### src/rtl/bipolar_pulse_gen_if.sv
// Pulse generator bus: trigger/amplitude request in, sample stream and status out.
interface bipolar_pulse_gen_if;
    logic               trig;
    logic [14:0]        amp;
    logic signed [15:0] Y;
    logic               outN;
    logic               outP;
    logic               busy;
    logic [7:0]         missed;

    modport master (
        output trig, amp,
        input  Y, outN, outP, busy, missed
    );

    modport slave (
        input  trig, amp,
        output Y, outN, outP, busy, missed
    );
endinterface

### src/rtl/bipolar_pulse_gen.sv
// Bipolar pulse shaper: linear rise to amp, fall into a negative lobe of depth
// amp>>NEG_SHIFT, linear return to zero, then a holdoff before re-arming.
module bipolar_pulse_gen #(
    parameter int RISE_STEP = 250,
    parameter int FALL_STEP = 101,
    parameter int NEG_SHIFT = 1,
    parameter int RET_STEP  = 201,
    parameter int HOLD      = 4
) (
    input  logic              clk,
    input  logic              clr,
    bipolar_pulse_gen_if.slave bus
);
    localparam int HOLD_W    = (HOLD > 1) ? $clog2(HOLD) : 1;
    localparam int HOLD_INIT = (HOLD > 0) ? HOLD - 1 : 0;

    typedef enum logic [2:0] {
        S_IDLE,
        S_RISE,
        S_FALL,
        S_RETURN,
        S_HOLDOFF
    } state_t;

    state_t             state_q;
    logic signed [15:0] y_q;
    logic [14:0]        amp_q;
    logic               outn_q;
    logic               outp_q;
    logic               busy_q;
    logic [7:0]         missed_q;
    logic [HOLD_W-1:0]  hold_q;

    logic               trig_valid;
    logic signed [16:0] y_ext;
    logic signed [16:0] amp_ext;
    logic signed [16:0] neg_lim;
    logic signed [16:0] rise_sum;
    logic signed [16:0] fall_sum;
    logic signed [16:0] ret_sum;

    assign trig_valid = bus.trig && (bus.amp != 15'd0);

    // 17-bit signed working width so no step can wrap past the 16-bit range.
    assign y_ext    = {y_q[15], y_q};
    assign amp_ext  = {2'b00, amp_q};
    assign neg_lim  = -$signed({2'b00, amp_q >> NEG_SHIFT});
    assign rise_sum = y_ext + $signed(17'(RISE_STEP));
    assign fall_sum = y_ext - $signed(17'(FALL_STEP));
    assign ret_sum  = y_ext + $signed(17'(RET_STEP));

    always_ff @(posedge clk) begin
        if (clr) begin
            state_q  <= S_IDLE;
            y_q      <= '0;
            amp_q    <= '0;
            outn_q   <= 1'b0;
            outp_q   <= 1'b0;
            busy_q   <= 1'b0;
            missed_q <= '0;
            hold_q   <= '0;
        end else begin
            outn_q <= 1'b0;
            outp_q <= 1'b0;

            if (trig_valid && (state_q != S_IDLE) && (missed_q != 8'd255)) begin
                missed_q <= missed_q + 8'd1;
            end

            case (state_q)
                S_IDLE: begin
                    y_q <= '0;
                    if (trig_valid) begin
                        amp_q   <= bus.amp;
                        state_q <= S_RISE;
                        busy_q  <= 1'b1;
                    end
                end
                S_RISE: begin
                    if (rise_sum >= amp_ext) begin
                        y_q     <= $signed({1'b0, amp_q});
                        state_q <= S_FALL;
                    end else begin
                        y_q <= rise_sum[15:0];
                    end
                end
                S_FALL: begin
                    // The lobe limit is never positive, so a clamp also lands at or below zero.
                    outn_q <= (y_ext > 17'sd0) && (fall_sum <= 17'sd0);
                    if (fall_sum < neg_lim) begin
                        y_q     <= neg_lim[15:0];
                        state_q <= S_RETURN;
                    end else begin
                        y_q <= fall_sum[15:0];
                    end
                end
                S_RETURN: begin
                    // outP marks the return to baseline, so a tiny amp whose lobe
                    // clamps at zero still yields its single outP.
                    if (ret_sum >= 17'sd0) begin
                        y_q     <= '0;
                        outp_q  <= 1'b1;
                        hold_q  <= HOLD_W'(HOLD_INIT);
                        state_q <= S_HOLDOFF;
                    end else begin
                        y_q <= ret_sum[15:0];
                    end
                end
                S_HOLDOFF: begin
                    y_q <= '0;
                    if (hold_q == '0) begin
                        state_q <= S_IDLE;
                        busy_q  <= 1'b0;
                    end else begin
                        hold_q <= hold_q - HOLD_W'(1);
                    end
                end
                default: begin
                    state_q <= S_IDLE;
                    y_q     <= '0;
                    busy_q  <= 1'b0;
                end
            endcase
        end
    end

    assign bus.Y      = y_q;
    assign bus.outN   = outn_q;
    assign bus.outP   = outp_q;
    assign bus.busy   = busy_q;
    assign bus.missed = missed_q;
endmodule

### src/flat_wrapper.sv
// flat-port wrapper written by rule: the top's interface ports become plain ports
module bipolar_pulse_gen_flat 
#(
    parameter int RISE_STEP = 250,
    parameter int FALL_STEP = 101,
    parameter int NEG_SHIFT = 1,
    parameter int RET_STEP  = 201,
    parameter int HOLD      = 4
)
  (clk, clr, bus_trig, bus_amp, bus_Y, bus_outN, bus_outP, bus_busy, bus_missed);
  bipolar_pulse_gen_if bus_i ();
  input  logic clk;
  input  logic clr;
  input wire logic [$bits(bus_i.trig)-1:0] bus_trig;
  input wire logic [$bits(bus_i.amp)-1:0] bus_amp;
  output wire logic [$bits(bus_i.Y)-1:0] bus_Y;
  output wire logic [$bits(bus_i.outN)-1:0] bus_outN;
  output wire logic [$bits(bus_i.outP)-1:0] bus_outP;
  output wire logic [$bits(bus_i.busy)-1:0] bus_busy;
  output wire logic [$bits(bus_i.missed)-1:0] bus_missed;
  assign bus_i.trig = bus_trig;
  assign bus_i.amp = bus_amp;
  assign bus_Y = bus_i.Y;
  assign bus_outN = bus_i.outN;
  assign bus_outP = bus_i.outP;
  assign bus_busy = bus_i.busy;
  assign bus_missed = bus_i.missed;
  bipolar_pulse_gen #(.RISE_STEP(RISE_STEP), .FALL_STEP(FALL_STEP), .NEG_SHIFT(NEG_SHIFT), .RET_STEP(RET_STEP), .HOLD(HOLD)) u_core (.clk(clk), .clr(clr), .bus(bus_i));
endmodule
### config.mk
export PLATFORM = sky130hd
export DESIGN_NAME = bipolar_pulse_gen_flat
export DESIGN_NICKNAME = d
export VERILOG_FILES = /design/src/rtl/bipolar_pulse_gen_if.sv /design/src/rtl/bipolar_pulse_gen.sv /design/src/flat_wrapper.sv
export SDC_FILE = /design/constraint.sdc
export NUM_CORES = 1
export LEC_CHECK = 0
export BUFFER_PORTS_ARGS = -buffer_cell sky130_fd_sc_hd__buf_2
export CAP_MARGIN = 0
export CELL_PAD_IN_SITES_DETAIL_PLACEMENT = 1
export CELL_PAD_IN_SITES_GLOBAL_PLACEMENT = 2
export CORE_AREA = 2 2 122 101
export DETAILED_ROUTE_END_ITERATION = 12
export DIE_AREA = 0 0 124 103
export PLACE_DENSITY = 0.83
export SETUP_SLACK_MARGIN = 0.15
export SLEW_MARGIN = 15
export SYNTH_ARGS = -nofsm -noshare
export SYNTH_HDL_FRONTEND = slang
export SYNTH_SLANG_ARGS = --single-unit
### constraint.sdc
create_clock -name clk -period 9.1 [get_ports clk]
set_input_delay 0.455 -clock clk [delete_from_list [all_inputs] [get_ports clk]]
set_output_delay 0.455 -clock clk [all_outputs]
set_load 0.01 [all_outputs]
Word level (Yosys, flattened, before mapping)

Index checks and enable logic that the tools add are counted.

Flip-flop bits (word level): 47
Input bits: 18
Output and inout bits: 27
Word-level logic and storage cells: 66

Add/subtract/negate cells: 6
Order comparisons: 5
Equal/unequal tests: 11
Mux-type cells: 17
Bitwise logic cells: 3
Reductions and logical operators: 16

Operators by type and width:

| operator                                                        | number |
|---|---|
| two-way mux 16 bit                                              | 3 |
| case mux 16 bit (3 select lines)                                | 1 |
| adder 16 x 9 -> 17 bit, second input constant                   | 2 |
| >= comparator 17 x 1 -> 1 bit, second input constant            | 1 |
| >= comparator 17 x 16 -> 1 bit                                  | 1 |
| less-or-equal comparator 17 x 1 -> 1 bit, second input constant | 1 |
| < comparator 17 bit                                             | 1 |
| negator 14 -> 17 bit                                            | 1 |
| subtractor 16 x 8 -> 17 bit, second input constant              | 1 |
| > comparator 16 x 1 -> 1 bit, second input constant             | 1 |
| two-way mux 3 bit                                               | 5 |
| case mux 3 bit (5 select lines)                                 | 1 |
| nonzero test 15 bit                                             | 1 |
| inequality test 2 x 1 -> 1 bit, second input constant           | 5 |
| adder 8 x 1 -> 8 bit, second input constant                     | 1 |
| inequality test 8 bit, second input constant                    | 1 |
| equality test 3 x 2 -> 1 bit, second input constant             | 2 |
| AND reduction 3 bit                                             | 2 |
| AND reduction 5 bit                                             | 1 |
| logical AND 1 bit                                               | 4 |
| two-way mux 2 bit                                               | 2 |
| case mux 2 bit (2 select lines)                                 | 1 |
| OR reduction 2 bit                                              | 2 |
| equality test 3 x 1 -> 1 bit, second input constant             | 1 |
| 12 further kinds                                                | 16 |

Logic depth before layout (Yosys ltp)

Gate-level depths: netlist of the first run.

Depth after elaboration: 4
Depth in mapped cells: 19
Mapped depth without buffers: 18

Worst setup path after synthesis of the first run

Ideal clock, no wire load.

Path kind: register to register
From: reg u_core.y_q[4] (netlist: u_core.bus.Y[4])
To: reg u_core.y_q[0] (netlist: u_core.bus.Y[0])
Setup time: 136 ps
Arrival: 3418 ps
Data required time: 8964 ps
Path slack: 5546 ps
Cell stages (with the launch flop): 18
Path buffers: 2
Path through: dfxtp_1 buf_2 or3_4 nor3_4 nand2_1 and3_1 xor2_1 ha_1 a211o_1 a21oi_1 o211ai_1 a221oi_1 o22ai_2 buf_6 mux2i_1 nor2_1 a311oi_2 o32ai_1

Word-level cells in the longest chain between the ends: 4
Elaborated cells between the ends (all ways): 10
Those cells by class: add/sub: 3; order compare: 3; mux: 4

RTL lines:

| element                                                     | line                                                                       | source |
|---|---|---|
| start, declared                                             | bipolar_pulse_gen.sv:26                                                    | `logic signed [15:0] y_q;` |
| start signal, assigned                                      | bipolar_pulse_gen.sv:81                                                    | `y_q <= $signed({1'b0, amp_q});` |
| start signal, assigned                                      | bipolar_pulse_gen.sv:84                                                    | `y_q <= rise_sum[15:0];` |
| start signal, assigned                                      | bipolar_pulse_gen.sv:91                                                    | `y_q <= neg_lim[15:0];` |
| adder 16 x 9 -> 17 bit, or another cell as far along        | bipolar_pulse_gen.sv:50                                                    | `assign ret_sum = y_ext + $signed(17'(RET_STEP));` |
| >= comparator 17 x 1 -> 1 bit, or another cell as far along | bipolar_pulse_gen.sv:100                                                   | `if (ret_sum >= 17'sd0) begin` |
| two-way mux 16 bit, on equally long branches                | bipolar_pulse_gen.sv:100, bipolar_pulse_gen.sv:80, bipolar_pulse_gen.sv:90 |  |
| case mux 16 bit (3 select lines) (*)                        | bipolar_pulse_gen.sv:70                                                    | `case (state_q)` |

Every way passes the cells marked *; elsewhere a longest branch is shown, timed or not.
A chain may end at the register's enable or synchronous reset.

Final worst setup path of the first run

From: reg u_core.y_q[1] (netlist: u_core.bus.Y[1])
To: reg u_core.y_q[7] (netlist: u_core.bus.Y[7])

Same word-level chain as after synthesis.

==> results_dict.tcl, run 1 <==
set metrics [dict create \
    syn_area_um2 4290 \
    n_antenna_cell 0 \
    place_congestion 0.917 \
    wl_per_cell_um 21.0 \
    holdWs_ns 0.401 \
    maxCapViolCount 0 \
    finalPower_mw 2.12 \
    max-slew-margin-rel 0.162 \
    vdd_drop_max_uv 205 \
    fp.coreArea_um2 11700 \
    cp.arrival_ns 5.28 \
    fin_skew_ns 0.0108 \
    p_sw_frac 0.547 \
    pwr-share-comb 0.729 \
    dieArea_um2 12800 \
    ys_ff_latch 47 \
    crit_top_cell "ha_1" \
    hold_buffers 0 \
    gr-usage-all-layers 0.250 \
    io_buffers 44 \
    pwr-share-seq 0.156 \
    max_stage_delay_ns 0.52 \
    dr.pass1.iters 4 \
    routed_wl_um 15300 \
    synthArstFlopShare 0 \
    cts_resized 0 \
    worst_setup_path_end_kind "flop" \
    final_max_slew_viol_count 0 \
    synth_edf_count 0 \
    grt_pass1_vias 4313 \
    hpwlAfterDp_um 12100 \
    crit_fanout 13 \
    drc 0 \
    yosys_warnings 0 \
    nNetsFinal 633 \
    htreeDepth 2 \
    hold_viol_final 0 \
    drive_above_1_share 0.118 \
    post-cts-setup-buffer-count 0 \
    globalRouteOverflowTotal 0 \
    ys_types 64 \
    fin_tns_setup_ns 0 \
    synth_ff_type "dfxtp_1" \
    viasPerCell 5.82 \
    io-pin-count 45 \
    cts_buffers 5 \
    initial_core_util 0.367 \
    rsz0062_at_grt "false" \
    cts_max_path_buffers 2 \
    avgSynthCellArea_um2 7.67 \
    die_w_um 124 \
    worstPathRequired_ns 9.30 \
    syn2layout_area_growth_pct 10.4 \
    p_sw_mw 1.16 \
    grt_max_degree 34 \
    antenna_found_initial 0 \
    pwr-share-clk 0.115 \
    clk-insertion-delay-late_ns 0.29 \
    p_per_area_nw_per_um2 448 \
    fin_crit_sh 0.558 \
    outcome "finished, final reports clean" \
    rows 36 \
    crit_chain "inv_1, ha_1, a2111oi_2, nor2_1, nor3_2, nand2_1, xnor2_1, ha_1, a31oi_1, a21boi_0, o211ai_1, nand4bb_1, nand3_2, o21bai_1, nand3_1, o221ai_1" \
    p_leak_nw 1.98 \
    ant_nets 0 \
    vias 4248 \
    min_path_type "in2reg" \
    syn_inst 560 \
    setup_viol 0 \
    cpMaxStageDelayCell "a2111oi_2" \
    yosysSeqAreaShare 0.219 \
    clk_pin_slew_ns 0.08 \
    cts-root-buf "clkbuf_16" \
    fin_crit_ns 5.08 \
    grt_first_pass_wirelength_um 24300 \
    clock-sinks 47 \
    p_int_mw 0.961 \
    crit_path_start_kind "flop" \
    die_h_um 103 \
    cts_tree "yes" \
    drt_iter0_drc 264 \
    syn_nets 616 \
    worst_slew_pin_slew_ns 1.24 \
    crit_type "reg2reg" \
    max_clock_freq_mhz 197 \
]
[routing by layer]
| layer | GRT usage | routed length (um) |
|---|---|---|
| met1 | 0.369 | 7630 |
| met2 | 0.392 | 6600 |
| met3 | 0.0321 | 922 |
| met4 | 0.0484 | 175 |
| met5 | 0 | 0 |
[worst max-delay path: cells and delay by family, from the launching register on]
kind	cells	cell delay, ns
xor+xnor	1	0.20
buf+inv	1	0.21
simple gates	6	1.49
compound gates	6	2.04
flops	1	0.46
fa+ha+maj	2	0.58
[state kept, by name, indices dropped and copies added (netlist names)]
name	count
u_core.bus.busy	1
u_core.bus.Y	16
u_core.hold_q	2
u_core.amp_q	15
u_core.bus.outN	1
u_core.state_q	3
u_core.bus.missed	8
u_core.bus.outP	1
[synth_stat cells, types with 5 or more instances]
| master | instances | area (um2) |
|---|---|---|
| xnor2_1 | 30 | 263 |
| ha_1 | 38 | 475 |
| buf_2 | 11 | 55.1 |
| dfxtp_1 | 47 | 941 |
| o21ai_0 | 19 | 95.1 |
| a211oi_1 | 13 | 97.6 |
| mux2i_1 | 26 | 260 |
| nand3_1 | 16 | 80.1 |
| nand4_1 | 7 | 43.8 |
| and3_1 | 8 | 50.1 |
| nor4_1 | 10 | 62.6 |
| nor2_1 | 66 | 248 |
| o211ai_1 | 5 | 37.5 |
| o22ai_1 | 18 | 113 |
| a31oi_1 | 8 | 50.1 |
| nor3_1 | 14 | 70.1 |
| a21oi_1 | 32 | 160 |
| xor2_1 | 20 | 175 |
| a21o_1 | 6 | 45.0 |
| nand2_1 | 38 | 143 |
| clkbuf_1 | 18 | 67.6 |
| inv_1 | 38 | 143 |
[stage by stage]
| stage | area, um2 | worst slack [ns] | instances | util |
|---|---|---|---|---|
| after global placement | 4540 | 4.32 | 722 | 0.388 |
| after global routing | 4740 | 3.75 | 730 | 0.405 |
| after floorplan | 4290 | 5.55 | 560 | - |
| final | 4740 | 4.02 | 730 | 0.405 |
| after CTS | 4730 | 4.19 | 730 | 0.404 |
| after detailed placement | 4540 | 4.21 | 722 | 0.388 |
[worst paths after layout]
check,from,to,slack (ns),cells after the start
worst min register to register,u_core.hold_q[1],u_core.hold_q[1],0.48,2
worst max-delay path,u_core.bus.Y[1],u_core.bus.Y[7],4.02,16
worst min-delay path,bus_amp[3],u_core.amp_q[3],0.40,3
worst max register to register,u_core.bus.Y[1],u_core.bus.Y[7],4.02,16
[layout make-up]
cell class,instances,area [um2]
Fill cell,1474,6970
Multi-Input combinational cell,439,3040
Clock buffer,5,125
Clock inverter,3,67.6
Sequential cell,47,941
Timing Repair Buffer,46,235
Tap cell,152,190
Inverter,38,143
[power by group through the flow]
stage / clock (mW) / sequential, mW / combinational [mW]
CTS: 0.249 / 0.330 / 1.51
finish: 0.245 / 0.331 / 1.55
global placement: 0 / 0.333 / 1.47
detailed placement: 0 / 0.334 / 1.49
floorplan: 0 / 0.283 / 1.17
global route: 0.257 / 0.340 / 1.69
[placed cells by master (no fill, tap or decap), drive strengths merged, types with 4 or more instances in the layout]
cell	Yosys	layout
or3	5	5
nor2	66	66
o21ai	20	20
a211oi	13	13
nand4	7	7
mux2i	26	26
nor4	10	10
nand3	17	17
nand2b	4	4
o22ai	19	19
inv	38	38
a31oi	8	8
dfxtp	47	47
nor2b	4	4
and3	9	9
nor3	16	16
a21o	6	6
buf	18	46
xor2	20	20
ha	38	38
nor4b	4	4
xnor2	30	30
o211ai	5	5
nand2	38	38
a21oi	32	32
clkbuf	18	5
[cell families (layout without fill, tap and decap cells)]
family	Yosys count	in the layout	synth area share
and+or+nand+nor	191	191	0.223
xor gates and xnor gates	50	50	0.102
buffers and inverters	74	92	0.0749
adders and majority gates	38	38	0.111
DFF	47	47	0.219
AOI/OAI and AO/OA	133	133	0.207
muxes	27	27	0.0632
(Power assumes the default switching activity.)
==> run 2: changes to the inputs <==
- CORE_AREA: 2 2 122 101 -> 2 2 127 105
- DIE_AREA: 0 0 124 103 -> 0 0 129 107
- PLACE_DENSITY: 0.83 -> 0.77
- clock period: 9.1 -> 4.8 ns (I/O delays scaled with it)
==> results_dict.tcl, run 2 (synthesis gave the netlist of run 1 again) <==
set metrics [dict create \
    crit_top_cell "nor2_1" \
    layoutNonFillerInstCount 767 \
    vias 4316 \
    p_leak_nw 2.04 \
    hold_buffers 0 \
    min_path_type "in2reg" \
    worstPathRequired_ns 5.02 \
    final_max_slew_viol_count 0 \
    grt_first_pass_wirelength_um 24900 \
    crit_chain "inv_1, ha_1, a2111oi_2, nor2_1, nor3_4, nand2_1, xor2_1, inv_1, ha_1, a21o_1, a21oi_1, nor2_1, nor2_1, o31a_1, nand3_4, o21bai_2, nand3_1, o22ai_1" \
    rows 37 \
    viasPerCell 5.63 \
    antenna_found_initial 0 \
    worst_setup_path_end_kind "flop" \
    ant_nets 0 \
    min_path_cells 3 \
    crit_type "reg2reg" \
    crit_path_start_kind "flop" \
    syn2layout_area_growth_pct 12.7 \
    hpwlAfterDp_um 12600 \
    p_per_area_nw_per_um2 840 \
    cpMaxStageDelayCell "dfxtp_1" \
    worst_slew_pin_slew_ns 1.04 \
    grt_max_degree 34 \
    max_clock_freq_mhz 228 \
    globalRouteOverflowTotal 0 \
    cts_buffers 5 \
    max-slew-margin-rel 0.301 \
    cp_num_buf_inv 2 \
    drive_above_1_share 0.140 \
    dieArea_um2 13800 \
    final_common_cell "nor2_1" \
    worstReg2RegStart "u_core.bus.Y[1]" \
    r2r-end "u_core.bus.Y[4]" \
    cts-root-buf "clkbuf_16" \
    ff2ff_path_depth 18 \
    drt_iter0_drc 234 \
    clk_pin_slew_ns 0.08 \
    die_w_um 129 \
    routed_wl_um 16000 \
    fin_crit_ns 4.38 \
    htreeDepth 2 \
    layout_common_cells "nor2_1 (66), dfxtp_1 (47), buf_2 (44)" \
    outcome "finished, final reports clean" \
    crit_fanout 13 \
    grt_pass1_vias 4389 \
    fillCellCount 1561 \
    nNetsFinal 647 \
    hold_viol_final 0 \
    setup_viol 0 \
    io-pin-count 45 \
    post-route-util 0.386 \
    maxCapViolCount 0 \
    drc 0 \
    hold_start "bus_amp[10]" \
    r2r_slack_ns 0.42 \
    io_buffers 44 \
    clk-insertion-delay-late_ns 0.30 \
    largest_reg_flops 16 \
    fp.coreArea_um2 12500 \
    max_stage_delay_ns 0.47 \
    clock-sinks 47 \
    cts_max_path_buffers 2 \
    place_congestion 0.951 \
    cts_tree "yes" \
    cp_top_family "compound AO/OA/AOI/OAI gates" \
    startpoint "u_core.bus.Y[1]" \
    vdd_drop_max_uv 334 \
    fin_tns_setup_ns 0 \
    gr-usage-all-layers 0.235 \
    dr.pass1.iters 4 \
    place_inst 759 \
    cp.arrival_ns 4.60 \
    rsz0062_at_grt "false" \
    n_antenna_cell 0 \
    worstHoldEndpoint "u_core.amp_q[10]" \
    fin_crit_sh 0.913 \
    die_h_um 107 \
    fin_skew_ns 0.00932 \
    initial_core_util 0.342 \
    wl_per_cell_um 20.8 \
]
run 2: area by class of cell:
type | count | area (um2) | share of cell area
Sequential cell | 47 | 941 | 0.194
Inverter | 38 | 143 | 0.0295
Multi-Input combinational cell | 439 | 3050 | 0.630
Clock inverter | 3 | 23.8 | 0.00491
Tap cell | 175 | 219 | 0.0452
Timing Repair Buffer | 60 | 340 | 0.0703
Clock buffer | 5 | 125 | 0.0259
run 2: metrics by stage:
step                cell area [um2]  power [mW]  setup slack [ns]  hold WS (ns)
global route                   4840        4.38             0.161         0.212
finish                         4840        4.07             0.419         0.196
floorplan                      4290        2.75              1.25         0.384
CTS                            4820        3.97             0.210         0.198
detailed placement             4670        3.59             0.227         0.475
global placement               4670        3.50             0.604         0.460
run 2: layer usage:
| layer | vias to the layer above | global-route usage | wire (um) | share of wire |
|---|---|---|---|---|
| met5 | - | 0 | 0 | 0 |
| li1 | 2075 | - | - | - |
| met2 | 96 | 0.395 | 7480 | 0.47 |
| met1 | 2117 | 0.312 | 7400 | 0.46 |
| met3 | 28 | 0.0294 | 654 | 0.041 |
| met4 | 0 | 0.0761 | 424 | 0.027 |
run 2: timing repair:
item | 4_1_cts | 5_1_grt
endpoints found under the setup margin | 0 | 11
resized for setup | 0 | 3
buffers inserted | 0 | 0
run 2: how the worst max path moves through the flow:
stage	to	slack [ns]	cells after the start
finish	u_core.bus.Y[4]	0.42	18
global route	u_core.bus.Y[4]	0.16	18
CTS	u_core.bus.Y[7]	0.21	18
detailed placement	u_core.bus.Y[7]	0.23	18
global placement	u_core.bus.Y[7]	0.60	15
floorplan	u_core.bus.Y[0]	1.25	17
run 2: worst min-delay path, stage by stage:
cell	delay (ns)
buf_2	0.09
mux2i_1	0.06
nor2_1	0.07
run 2: power by group:
group / internal, mW / switching (mW)
clock: 0.195 / 0.173
combinational: 1.15 / 1.98
sequential: 0.458 / 0.118
==> run 3: changes to the inputs <==
- CELL_PAD_IN_SITES_DETAIL_PLACEMENT: 1 -> unset
- CELL_PAD_IN_SITES_GLOBAL_PLACEMENT: 2 -> unset
- CORE_AREA: 2 2 127 105 -> 2 2 118 97
- DIE_AREA: 0 0 129 107 -> 0 0 120 99
- PLACE_DENSITY: 0.77 -> 0.56
==> results_dict.tcl, run 3 (synthesis gave the netlist of run 1 again) <==
set metrics [dict create \
    max-slew-margin-rel 0.375 \
    grt_first_pass_wirelength_um 22800 \
    hold_buffers 0 \
    n_antenna_cell 0 \
    antenna_found_initial 0 \
    layout_common_cells "nor2_1 (66), dfxtp_1 (47), buf_2 (44)" \
    routed_wl_um 14300 \
    fin_tns_setup_ns 0 \
    final_max_slew_viol_count 0 \
    cts_buffers 5 \
    crit_chain "or3_4, nor3_4, nand2_1, and3_1, xor2_1, ha_1, a211o_1, a21oi_1, o211ai_1, a221oi_1, o22ai_2, buf_4, mux2i_1, o22ai_1, nor3_1, o22ai_1" \
    holdWs_ns 0.193 \
    drive_above_1_share 0.134 \
    worstPathRequired_ns 4.97 \
    rows 34 \
    cts_tree "yes" \
    max_clock_freq_mhz 230 \
    crit_path_start_kind "flop" \
    die_w_um 120 \
    hold_viol_final 0 \
    fin_crit_ns 4.34 \
    p_leak_nw 2.03 \
    globalRouteOverflowTotal 0 \
    largest_reg_flops 16 \
    p_per_area_nw_per_um2 836 \
    multi_input_area_um2 3050 \
    fillCellCount 1109 \
    clock-sinks 47 \
    vias 4253 \
    hpwlAfterDp_um 11100 \
    outcome "finished, final reports clean" \
    vdd_drop_max_uv 321 \
    cts_max_path_buffers 2 \
    clk_pin_slew_ns 0.06 \
    setup_viol 0 \
    fin_crit_sh 0.905 \
    place_inst 726 \
    wl_per_cell_um 19.5 \
    worst_slew_pin_slew_ns 0.928 \
    min_path_type "in2reg" \
    die_h_um 99 \
    fin_skew_ns 0.00768 \
    cp.arrival_ns 4.51 \
    grt_max_degree 34 \
    drt_iter0_drc 447 \
    cp_top_family "simple AND/OR/NAND/NOR gates" \
    final_common_cell "nor2_1" \
    ant_nets 0 \
    gr-usage-all-layers 0.246 \
    cp_num_buf_inv 1 \
    initial_core_util 0.402 \
    grt_pass1_vias 4042 \
    fp.coreArea_um2 10700 \
    dieArea_um2 11900 \
    crit_type "reg2reg" \
    io-pin-count 45 \
    io_buffers 44 \
    layoutNonFillerInstCount 733 \
    crit_top_cell "o22ai_1" \
    seq_area_um2 941 \
    worst_setup_path_end_kind "flop" \
    cts-root-buf "clkbuf_16" \
    drc 0 \
    max_stage_delay_ns 0.50 \
    maxCapViolCount 0 \
    nNetsFinal 645 \
    viasPerCell 5.80 \
    crit_fanout 12 \
    clk-insertion-delay-late_ns 0.30 \
    place_congestion 1.03 \
    rsz0062_at_grt "false" \
    syn2layout_area_growth_pct 11.8 \
    htreeDepth 2 \
    dr.pass1.iters 5 \
    cpMaxStageDelayCell "or3_4" \
]
==> run 3: cell count changes in the layout (fill, tap and decap cells not counted) <==
cell | previous run | this run
bufinv_16 | 0 | 1
nand3_4 | 1 | 0
a2111oi_2 | 1 | 0
o21bai_2 | 1 | 0
a2111oi_4 | 0 | 1
o21bai_1 | 1 | 2
inv_6 | 1 | 0
nand3_2 | 0 | 1
buf_4 | 16 | 14
clkinvlp_4 | 2 | 1
==> run 3: report_power, final <==
group          switching [mW]  leakage, nW  internal (mW)  total, mW
Clock                   0.154       0.0759          0.243      0.397
Combinational            1.85         1.57           1.15       3.00
Sequential              0.155        0.382          0.459      0.614
Total                    2.16         2.03           1.86       4.01
==> run 3: worst reg2reg max path, delay by kind of cell, from the launching register on <==
family / cells / cell delay, ns
muxes: 1 / 0.24
and+or+nand+nor: 5 / 1.42
xor gates and xnor gates: 1 / 0.16
DFF: 1 / 0.48
AOI/OAI and AO/OA: 7 / 1.38
buffers and inverters: 1 / 0.22
adders and majority gates: 1 / 0.31
==> run 3: worst paths after layout <==
kind                            cells past startpoint        startpoint  slack, ns          endpoint
worst max-delay path                               16   u_core.bus.Y[3]       0.46   u_core.bus.Y[5]
worst min-delay path                                3        bus_amp[7]       0.19   u_core.amp_q[7]
worst max register to register                     16   u_core.bus.Y[3]       0.46   u_core.bus.Y[5]
worst min register to register                      2  u_core.hold_q[1]       0.47  u_core.hold_q[1]
==> run 3: what timing repair did <==
| item | 4_1_cts | 5_1_grt |
|---|---|---|
| resized for setup | 0 | 2 |
| setup buffers | 0 | 0 |
| endpoints found under the setup margin | 0 | 6 |
==> run 3: metrics by stage <==
stage,total power [mW],utilization,cell area (um2),setup slack [ns]
5_1_grt,4.31,0.450,4800,0.230
3_3_place_gp,3.50,0.433,4620,0.617
2_1_floorplan,2.75,-,4290,1.25
3_5_place_dp,3.51,0.433,4620,0.566
4_1_cts,3.93,0.448,4780,0.525
6_report,4.01,0.450,4800,0.457
==> run 3: final cells by class <==
class / count / share of cell area
multi-input cells: 439 / 0.635
flip-flops and latches: 47 / 0.196
repair buffers: 58 / 0.0678
well taps: 144 / 0.0375
inverters: 38 / 0.0297
clock buffers: 5 / 0.0261
clock inverters: 2 / 0.00782
==> run 3: per-layer routing <==
metal	share of wire	wire length [um]	GRT usage	vias up
li1	-	-	-	2069
met3	0.064	906	0.0347	21
met1	0.48	6880	0.356	2018
met5	0	0	0	-
met4	0.019	266	0.0633	0
met2	0.44	6200	0.383	145
